## src/rtl/epl_ffram02_scrub_ctrl_pkg.sv

```systemverilog
// rtl/epl_ffram02_scrub_ctrl_pkg.sv - FFRAM02 shared geometry, FSM encodings and helpers
// Defines : `ADDR_WIDTH, `WORD_WIDTH, `WORD, `FAULT (macro geometry)
//           `FFRAM02_ST_* (controller state codes)
// Package : width localparams, state_t, next_scrub_addr()
`ifndef FFRAM02_SPEC_SVH
`define FFRAM02_SPEC_SVH
`define ADDR_WIDTH 4
`define WORD_WIDTH 4
`define WORD 16
`define FAULT 1
`define FFRAM02_ST_IDLE  3'd0
`define FFRAM02_ST_H_RD  3'd1
`define FFRAM02_ST_H_WR  3'd2
`define FFRAM02_ST_S_RD  3'd3
`define FFRAM02_ST_S_WB  3'd4
`define FFRAM02_ST_S_WBW 3'd5
`endif

package epl_ffram02_scrub_ctrl_pkg;
   localparam int ADDR_W    = `ADDR_WIDTH;
   localparam int DATA_W    = `WORD_WIDTH;
   localparam int NUM_WORDS = `WORD;
   localparam int FS_W      = `FAULT;
   localparam int TIMER_W   = 16;

   typedef enum logic [2:0] {
      ST_IDLE  = `FFRAM02_ST_IDLE,
      ST_H_RD  = `FFRAM02_ST_H_RD,
      ST_H_WR  = `FFRAM02_ST_H_WR,
      ST_S_RD  = `FFRAM02_ST_S_RD,
      ST_S_WB  = `FFRAM02_ST_S_WB,
      ST_S_WBW = `FFRAM02_ST_S_WBW
   } state_t;

   // Scrub walk wraps at the last word rather than at the address-field limit.
   function automatic logic [ADDR_W-1:0] next_scrub_addr(input logic [ADDR_W-1:0] a);
      return (a == ADDR_W'(NUM_WORDS - 1)) ? '0 : a + ADDR_W'(1);
   endfunction
endpackage

```

## src/rtl/epl_ffram02_scrub_ctrl_timer.sv

```systemverilog
// rtl/epl_ffram02_scrub_ctrl_timer.sv - scrub interval timer with pending flag
// pCLK_r : clock           nRST_r : async active-low reset
// en     : scrub enable    clr    : scrub completed, drop pending
// pend   : scrub request pending
module epl_scrub_timer
   import epl_ffram02_scrub_ctrl_pkg::*;
#(
   parameter int SCRUB_INTERVAL = 64
) (
   input  logic pCLK_r,
   input  logic nRST_r,
   input  logic en,
   input  logic clr,
   output logic pend
);
   localparam logic [TIMER_W-1:0] LAST = TIMER_W'(SCRUB_INTERVAL - 1);

   logic [TIMER_W-1:0] cnt_r;

   // A new request on the wrap edge takes priority over a completion clear.
   always_ff @(posedge pCLK_r or negedge nRST_r) begin
      if (!nRST_r) begin
         cnt_r <= '0;
         pend  <= 1'b0;
      end else if (!en) begin
         cnt_r <= '0;
         pend  <= 1'b0;
      end else if (cnt_r == LAST) begin
         cnt_r <= '0;
         pend  <= 1'b1;
      end else begin
         cnt_r <= cnt_r + TIMER_W'(1);
         if (clr) pend <= 1'b0;
      end
   end
endmodule

```

## src/rtl/epl_ffram02_scrub_ctrl.sv

```systemverilog
// rtl/epl_ffram02_scrub_ctrl.sv - FFRAM02 access controller with background scrubber
// Host   : pHreq_i/pHwe_i/pHaddr_i/pHdata_i/pHfs_i in, pHack_o/pHrdata_o/pHerr_o out
// Macro  : pA_o/pD_o/nWEN_o/nCEN_o/pFS_o registered command, pQ_i/pERR_i read return
// Scrub  : pScrubEn_i enable, pScrubAddr_o next address, pCorrCnt_o write-back count
// Status : pBusy_o high outside IDLE
module epl_ffram02_scrub_ctrl
   import epl_ffram02_scrub_ctrl_pkg::*;
#(
   parameter int RD_LAT         = 4,
   parameter int WR_LAT         = 2,
   parameter int SCRUB_INTERVAL = 64,
   parameter int CNT_W          = 8
) (
   input  logic                   pCLOCK_i,
   input  logic                   nRESET_i,
   input  logic                   pHreq_i,
   input  logic                   pHwe_i,
   input  logic [`ADDR_WIDTH-1:0] pHaddr_i,
   input  logic [`WORD_WIDTH-1:0] pHdata_i,
   input  logic [`FAULT-1:0]      pHfs_i,
   output logic                   pHack_o,
   output logic [`WORD_WIDTH-1:0] pHrdata_o,
   output logic                   pHerr_o,
   input  logic                   pScrubEn_i,
   output logic [`ADDR_WIDTH-1:0] pA_o,
   output logic [`WORD_WIDTH-1:0] pD_o,
   output logic                   nWEN_o,
   output logic                   nCEN_o,
   output logic [`FAULT-1:0]      pFS_o,
   input  logic [`WORD_WIDTH-1:0] pQ_i,
   input  logic                   pERR_i,
   output logic                   pBusy_o,
   output logic [`ADDR_WIDTH-1:0] pScrubAddr_o,
   output logic [CNT_W-1:0]       pCorrCnt_o
);
   localparam int LAT_W = 8;
   localparam logic [LAT_W-1:0] RD_L = LAT_W'(RD_LAT);
   localparam logic [LAT_W-1:0] WR_L = LAT_W'(WR_LAT);

   state_t              state_r, state_nxt;
   logic [LAT_W-1:0]    lat_cnt_r;
   logic [DATA_W-1:0]   wb_data_r;
   logic                last_host_r, pend_at_grant_r;
   logic                scrub_pend, host_req, grant_scrub, grant_host, lat_done;

   logic                issue, cmd_we, grant, ack_set, rd_latch, wb_latch, scrub_done, corr_inc;
   logic [ADDR_W-1:0]   cmd_addr;
   logic [DATA_W-1:0]   cmd_data;
   logic [FS_W-1:0]     cmd_fs;
   logic [LAT_W-1:0]    lat_load;

   epl_scrub_timer #(.SCRUB_INTERVAL(SCRUB_INTERVAL)) u_timer (
      .pCLK_r (pCLOCK_i),
      .nRST_r (nRESET_i),
      .en     (pScrubEn_i),
      .clr    (scrub_done),
      .pend   (scrub_pend)
   );

   // The ack cycle masks the host request so a held request is not re-granted.
   assign host_req    = pHreq_i & ~pHack_o;
   // Scrub yields to the host unless it already waited through the last host grant.
   assign grant_scrub = scrub_pend & (~host_req | (last_host_r & pend_at_grant_r));
   assign grant_host  = host_req & ~grant_scrub;
   assign lat_done    = (lat_cnt_r == '0);
   assign pBusy_o     = (state_r != ST_IDLE);

   always_ff @(posedge pCLOCK_i or negedge nRESET_i) begin
      if (!nRESET_i) state_r <= ST_IDLE;
      else           state_r <= state_nxt;
   end

   always_comb begin
      state_nxt = state_r;
      case (state_r)
         ST_IDLE:  if (grant_scrub)     state_nxt = ST_S_RD;
                   else if (grant_host) state_nxt = pHwe_i ? ST_H_WR : ST_H_RD;
         ST_H_RD:  if (lat_done) state_nxt = ST_IDLE;
         ST_H_WR:  if (lat_done) state_nxt = ST_IDLE;
         ST_S_RD:  if (lat_done) state_nxt = pERR_i ? ST_S_WB : ST_IDLE;
         ST_S_WB:  state_nxt = ST_S_WBW;
         ST_S_WBW: if (lat_done) state_nxt = ST_IDLE;
         default:  state_nxt = ST_IDLE;
      endcase
   end

   always_comb begin
      issue      = 1'b0;
      cmd_we     = 1'b0;
      cmd_addr   = '0;
      cmd_data   = '0;
      cmd_fs     = '0;
      lat_load   = '0;
      grant      = 1'b0;
      ack_set    = 1'b0;
      rd_latch   = 1'b0;
      wb_latch   = 1'b0;
      scrub_done = 1'b0;
      corr_inc   = 1'b0;
      case (state_r)
         ST_IDLE: begin
            if (grant_scrub) begin
               issue    = 1'b1;
               grant    = 1'b1;
               cmd_addr = pScrubAddr_o;
               lat_load = RD_L;
            end else if (grant_host) begin
               issue    = 1'b1;
               grant    = 1'b1;
               cmd_we   = pHwe_i;
               cmd_addr = pHaddr_i;
               cmd_data = pHdata_i;
               cmd_fs   = pHfs_i;
               lat_load = pHwe_i ? WR_L : RD_L;
            end
         end
         ST_H_RD: if (lat_done) begin
            ack_set  = 1'b1;
            rd_latch = 1'b1;
         end
         ST_H_WR: if (lat_done) ack_set = 1'b1;
         ST_S_RD: if (lat_done) begin
            wb_latch   = pERR_i;
            scrub_done = ~pERR_i;
         end
         ST_S_WB: begin
            issue    = 1'b1;
            cmd_we   = 1'b1;
            cmd_addr = pScrubAddr_o;
            cmd_data = wb_data_r;
            lat_load = WR_L;
            corr_inc = 1'b1;
         end
         ST_S_WBW: if (lat_done) scrub_done = 1'b1;
         default: ;
      endcase
   end

   always_ff @(posedge pCLOCK_i or negedge nRESET_i) begin
      if (!nRESET_i) begin
         nCEN_o          <= 1'b1;
         nWEN_o          <= 1'b1;
         pA_o            <= '0;
         pD_o            <= '0;
         pFS_o           <= '0;
         lat_cnt_r       <= '0;
         pHack_o         <= 1'b0;
         pHrdata_o       <= '0;
         pHerr_o         <= 1'b0;
         wb_data_r       <= '0;
         pScrubAddr_o    <= '0;
         pCorrCnt_o      <= '0;
         last_host_r     <= 1'b0;
         pend_at_grant_r <= 1'b0;
      end else begin
         nCEN_o  <= ~issue;
         nWEN_o  <= ~(issue & cmd_we);
         pA_o    <= cmd_addr;
         pD_o    <= cmd_data;
         pFS_o   <= cmd_fs;
         pHack_o <= ack_set;
         if (issue)               lat_cnt_r <= lat_load;
         else if (!lat_done)      lat_cnt_r <= lat_cnt_r - LAT_W'(1);
         if (rd_latch) begin
            pHrdata_o <= pQ_i;
            pHerr_o   <= pERR_i;
         end
         if (wb_latch)   wb_data_r    <= pQ_i;
         if (scrub_done) pScrubAddr_o <= next_scrub_addr(pScrubAddr_o);
         if (corr_inc && (pCorrCnt_o != '1)) pCorrCnt_o <= pCorrCnt_o + CNT_W'(1);
         if (grant) begin
            last_host_r     <= grant_host;
            pend_at_grant_r <= scrub_pend;
         end
      end
   end
endmodule

```

## config.mk

```make
export PLATFORM = sky130hd
export DESIGN_NAME = epl_ffram02_scrub_ctrl
export DESIGN_NICKNAME = d
export VERILOG_FILES = /design/src/rtl/epl_ffram02_scrub_ctrl_pkg.sv /design/src/rtl/epl_ffram02_scrub_ctrl_timer.sv /design/src/rtl/epl_ffram02_scrub_ctrl.sv
export SDC_FILE = /design/constraint.sdc
export NUM_CORES = 1
export LEC_CHECK = 0
export BUFFER_PORTS_ARGS = -buffer_cell sky130_fd_sc_hd__buf_4
export CORE_MARGIN = 8
export CORE_UTILIZATION = 50
export CTS_CLUSTER_DIAMETER = 120
export CTS_CLUSTER_SIZE = 30
export DETAILED_ROUTE_END_ITERATION = 8
export PLACE_DENSITY = 0.71
export SYNTH_ARGS = -nofsm -noshare
export SYNTH_HDL_FRONTEND = slang
export SYNTH_SLANG_ARGS = --single-unit
```

## constraint.sdc

```tcl
create_clock -name pCLOCK_i -period 4.1 [get_ports pCLOCK_i]
set_input_delay 0.41 -clock pCLOCK_i [delete_from_list [all_inputs] [get_ports pCLOCK_i]]
set_output_delay 0.41 -clock pCLOCK_i [all_outputs]
set_load 0.02 [all_outputs]
```

==> summary.json <==
{
  "number_of_drc_markers_after_the_initial_detailed_route_iteration": 78,
  "place_worst_setup_slack_ns": 2.00,
  "fp.dieH_um": 92.8,
  "track_usage_pct": 15.2,
  "detailed_place.area_um2": 3370,
  "antenna_left": 0,
  "tritoncts": "yes",
  "finalWorstPathRequiredPeriod_ns": 2.12,
  "seq_area_frac_synth_pct": 53.6,
  "syn-instance-count": 260,
  "final_design_area_no_fill_um2": 3640,
  "crit_start": "lat_cnt_r[0]",
  "clkSinkCount": 63,
  "drt-vias-per-instance": 5.29,
  "cp_bufs_invs": 1,
  "internal_power_uw": 1110,
  "timing.clock.skew_ns": 0.0108,
  "report.final.slew_viol_count": 0,
  "critPathKind": "reg2reg",
  "drt_pass1_iterations": 4,
  "h-tree-depth": 3,
  "post_synth_instance_area_um2": 2950,
  "yosysTopAreaCell": "sky130_fd_sc_hd__dfrtp_1",
  "grt_start_max_net_pins": 64,
  "critical_path_peak_fanout": 5,
  "design.portCount": 49,
  "number_of_antenna_violations_at_the_first_check_in_global_routing": 0,
  "timing.critical_path.to": "wb_data_r[3]",
  "timing.critical_path.slowest_cell_delay_ns": 0.47,
  "yosysWarnings": 0,
  "critical_path.slowest_cell": "sky130_fd_sc_hd__nor3b_1",
  "post_cts.resized_instances": 0,
  "tightest_slew_ns": 0.774,
  "p_clk_share_pct": 51.9,
  "antenna_cells": 0,
  "cts.path.max_buffers": 2,
  "path_depth": 6,
  "netlist_top_cells_area": "sky130_fd_sc_hd__dfrtp_1 52%, sky130_fd_sc_hd__xnor2_1 5.9%, sky130_fd_sc_hd__mux2_2 4.2%",
  "core.rowCount": 28,
  "wl_mm": 6.00,
  "cts_inserted_buffers": 9,
  "die_area_um2": 8610,
  "initial_utilization_pct": 50.7,
  "ys_seq_elements": 63,
  "drive_above_1_share_pct": 28.0,
  "power.switching_uw": 280,
  "crit-reg2reg-capture": "wb_data_r[3]",
  "cts_post_setup_buffers_inserted": 0,
  "routability_congestion_estimate": 0.819,
  "cts.root.buffer_cell": "sky130_fd_sc_hd__clkbuf_8",
  "r2r-start": "lat_cnt_r[0]",
  "cp_cell_sequence": "inv_1 > ha_1 > nor3b_1 > nand2_4 > nor3_4 > mux2_2",
  "cts-hold-fix-buffers": 0,
  "synth_enable_flop_cells": 0,
  "synthArstFlopShare_pct": 100,
  "pwr_density_cell_nw_per_um2": 381,
  "gr-total-overflow": 0,
  "holdCritPathClass": "in2async",
  "die_width_um": 92.8,
  "end_kind": "flop",
  "dominant_cell_by_count_in_the_synthesized_netlist": "sky130_fd_sc_hd__dfrtp_1",
  "setup_tns_ns": 0,
  "remaining_drc_errors": 0,
  "timing.final.ws_setup_ns": 1.98,
  "cts.clk_slew.worst_paths_ns": 0.07,
  "core_region_area_um2": 5820,
  "vias": 2079,
  "post_synth_num_cell_types": 50,
  "place.detailed.hpwl_mm": 4.19,
  "worst_setup_path_start_kind": "flop",
  "p_leak_uw": 0.00171,
  "regToRegSetupSlack_ns": 1.98,
  "max_slew_margin_pct": 48.4,
  "nFillCells": 472,
  "seq_power_share_pct": 45.3,
  "vdd_drop_max_v": 0.000250,
  "min_period_over_period_pct": 51.8,
  "later_pin_clock_latency_in_the_skew_report_ns": 0.34,
  "sw_frac_of_total_pct": 20.2,
  "setup_viol_count_final": 0,
  "post_synth.cell_area_avg_um2": 11.3,
  "first_pass_grt_wire_length_mm": 10.4,
  "family_with_the_most_delay_on_the_worst_path": "simple AND/OR/NAND/NOR gates",
  "area_growth_syn_to_layout_pct": 23.5,
  "fmax_mhz": 471,
  "via_count_of_the_first_global_routing_pass": 2157,
  "share_of_the_synthesized_area_in_the_top_cell_type_pct": 51.8,
  "cap_violations": 0,
  "rsz0062_at_grt": "false",
  "wire_per_inst_um": 15.3,
  "synth.net_count": 283,
  "outcome": "complete, no violations",
  "worst-endpoint-required_ns": 4.33,
  "io_buffer_count": 48,
  "comb_power_share_pct": 2.8,
  "ys_top_cells_by_count": "61 x sky130_fd_sc_hd__dfrtp_1, 28 x sky130_fd_sc_hd__nor2_1, 20 x sky130_fd_sc_hd__xnor2_1, 16 x sky130_fd_sc_hd__nand2_1, 11 x sky130_fd_sc_hd__mux2_2",
  "synth_flop_cell": "sky130_fd_sc_hd__dfrtp_1",
  "r2r.worst_path.cells": 6,
  "final_net_count": 336,
  "timing.final.hold_violations": 0,
  "worstPathArrival_ns": 2.35
}
## cells by family (layout without fill, tap and decap cells)
family / count (synthesis) / in the layout / share of synthesized area [%]
muxes: 13 / 13 / 4.88
xor gates and xnor gates: 29 / 29 / 8.62
buffers and inverters: 13 / 71 / 1.91
AOI/OAI and AO/OA: 35 / 35 / 9.77
adders and majority gates: 4 / 4 / 1.70
DFF: 63 / 63 / 53.6
and+or+nand+nor: 103 / 103 / 19.5
## power by group through the flow
stage / Clock, uW / Combinational [uW] / Sequential, uW
2_1_floorplan: 0 / 11.2 / 638
3_3_place_gp: 0 / 39.2 / 639
3_5_place_dp: 0 / 39.5 / 639
4_1_cts: 735 / 39.9 / 627
5_1_grt: 758 / 44.0 / 628
6_report: 720 / 38.4 / 628
## worst register-to-register path: cells and delay by family, from the launching register on
kind / cells / cell delay (ns)
AND/OR/NAND/NOR: 3 / 0.94
flip-flops: 1 / 0.38
multiplexers: 1 / 0.38
adder cells (fa/ha/maj): 1 / 0.22
buffers and inverters: 1 / 0.09
## metrics by stage
| stage | power (uW) | hold slack [ns] | util (%) | std cells |
|---|---|---|---|---|
| 6_report | 1390 | 0.138 | 62.6 | 393 |
| 5_1_grt | 1430 | 0.205 | 62.6 | 393 |
| 4_1_cts | 1400 | 0.163 | 62.6 | 393 |
| 3_5_place_dp | 679 | 0.476 | 58.0 | 377 |
| 3_3_place_gp | 678 | 0.476 | 58.0 | 377 |
| 2_1_floorplan | 649 | 0.114 | - | 260 |
## state kept, by name (all words and copies together), names as in the netlist
register,cells
state_r,3
pFS_o,1
pHerr_o,1
last_host_r,1
pHack_o,1
lat_cnt_r,8
pCorrCnt_o,8
pend_at_grant_r,1
nCEN_o,1
u_timer.cnt_r,16
u_timer.pend,1
nWEN_o,1
wb_data_r,4
pScrubAddr_o,4
pD_o,4
pA_o,4
pHrdata_o,4
## layout by cell type, fill, tap and decap left out, types with 7 or more instances in the layout
cell type                   n
sky130_fd_sc_hd__inv_1      7
sky130_fd_sc_hd__o21ai_0    8
sky130_fd_sc_hd__xnor2_1   20
sky130_fd_sc_hd__xor2_1     9
sky130_fd_sc_hd__nor2_1    28
sky130_fd_sc_hd__nand3_1   10
sky130_fd_sc_hd__nand2_1   16
sky130_fd_sc_hd__dfrtp_1   61
sky130_fd_sc_hd__buf_4     48
sky130_fd_sc_hd__nor4_1     7
sky130_fd_sc_hd__a22o_1     9
sky130_fd_sc_hd__clkbuf_8   9
sky130_fd_sc_hd__nor3_1     8
sky130_fd_sc_hd__mux2_2    11
## per-layer routing
layer / vias to the layer above / track usage, % / part of all wire (%) / wire [um]
li1: 1030 / - / - / -
met2: 45 / 22.0 / 45 / 2720
met1: 992 / 19.0 / 46 / 2790
met3: 12 / 5.26 / 6.0 / 361
met5: - / 0 / 0 / 0
met4: 0 / 9.26 / 2.2 / 131
## worst min-delay path by stage
stage / from / end / slack (ns) / cells after the start
CTS: nRESET_i / pCorrCnt_o[4] / 0.16 / 1
global route: nRESET_i / pCorrCnt_o[5] / 0.21 / 1
detailed placement: wb_data_r[1] / pD_o[1] / 0.48 / 1
global placement: wb_data_r[1] / pD_o[1] / 0.48 / 1
finish: nRESET_i / pCorrCnt_o[4] / 0.14 / 1
floorplan: nRESET_i / last_host_r / 0.11 / 0
## cell type report
| class | instances | area (um2) | area share [%] |
|---|---|---|---|
| clock inverter | 7 | 145 | 3.99 |
| multi-input combinational | 184 | 1310 | 36.0 |
| sequential | 63 | 1580 | 43.4 |
| timing repair buffer | 48 | 360 | 9.90 |
| clock buffer | 9 | 124 | 3.40 |
| tap | 75 | 93.8 | 2.58 |
| inverter | 7 | 26.3 | 0.722 |
No activity file was read; power rests on OpenSTA's default activity.
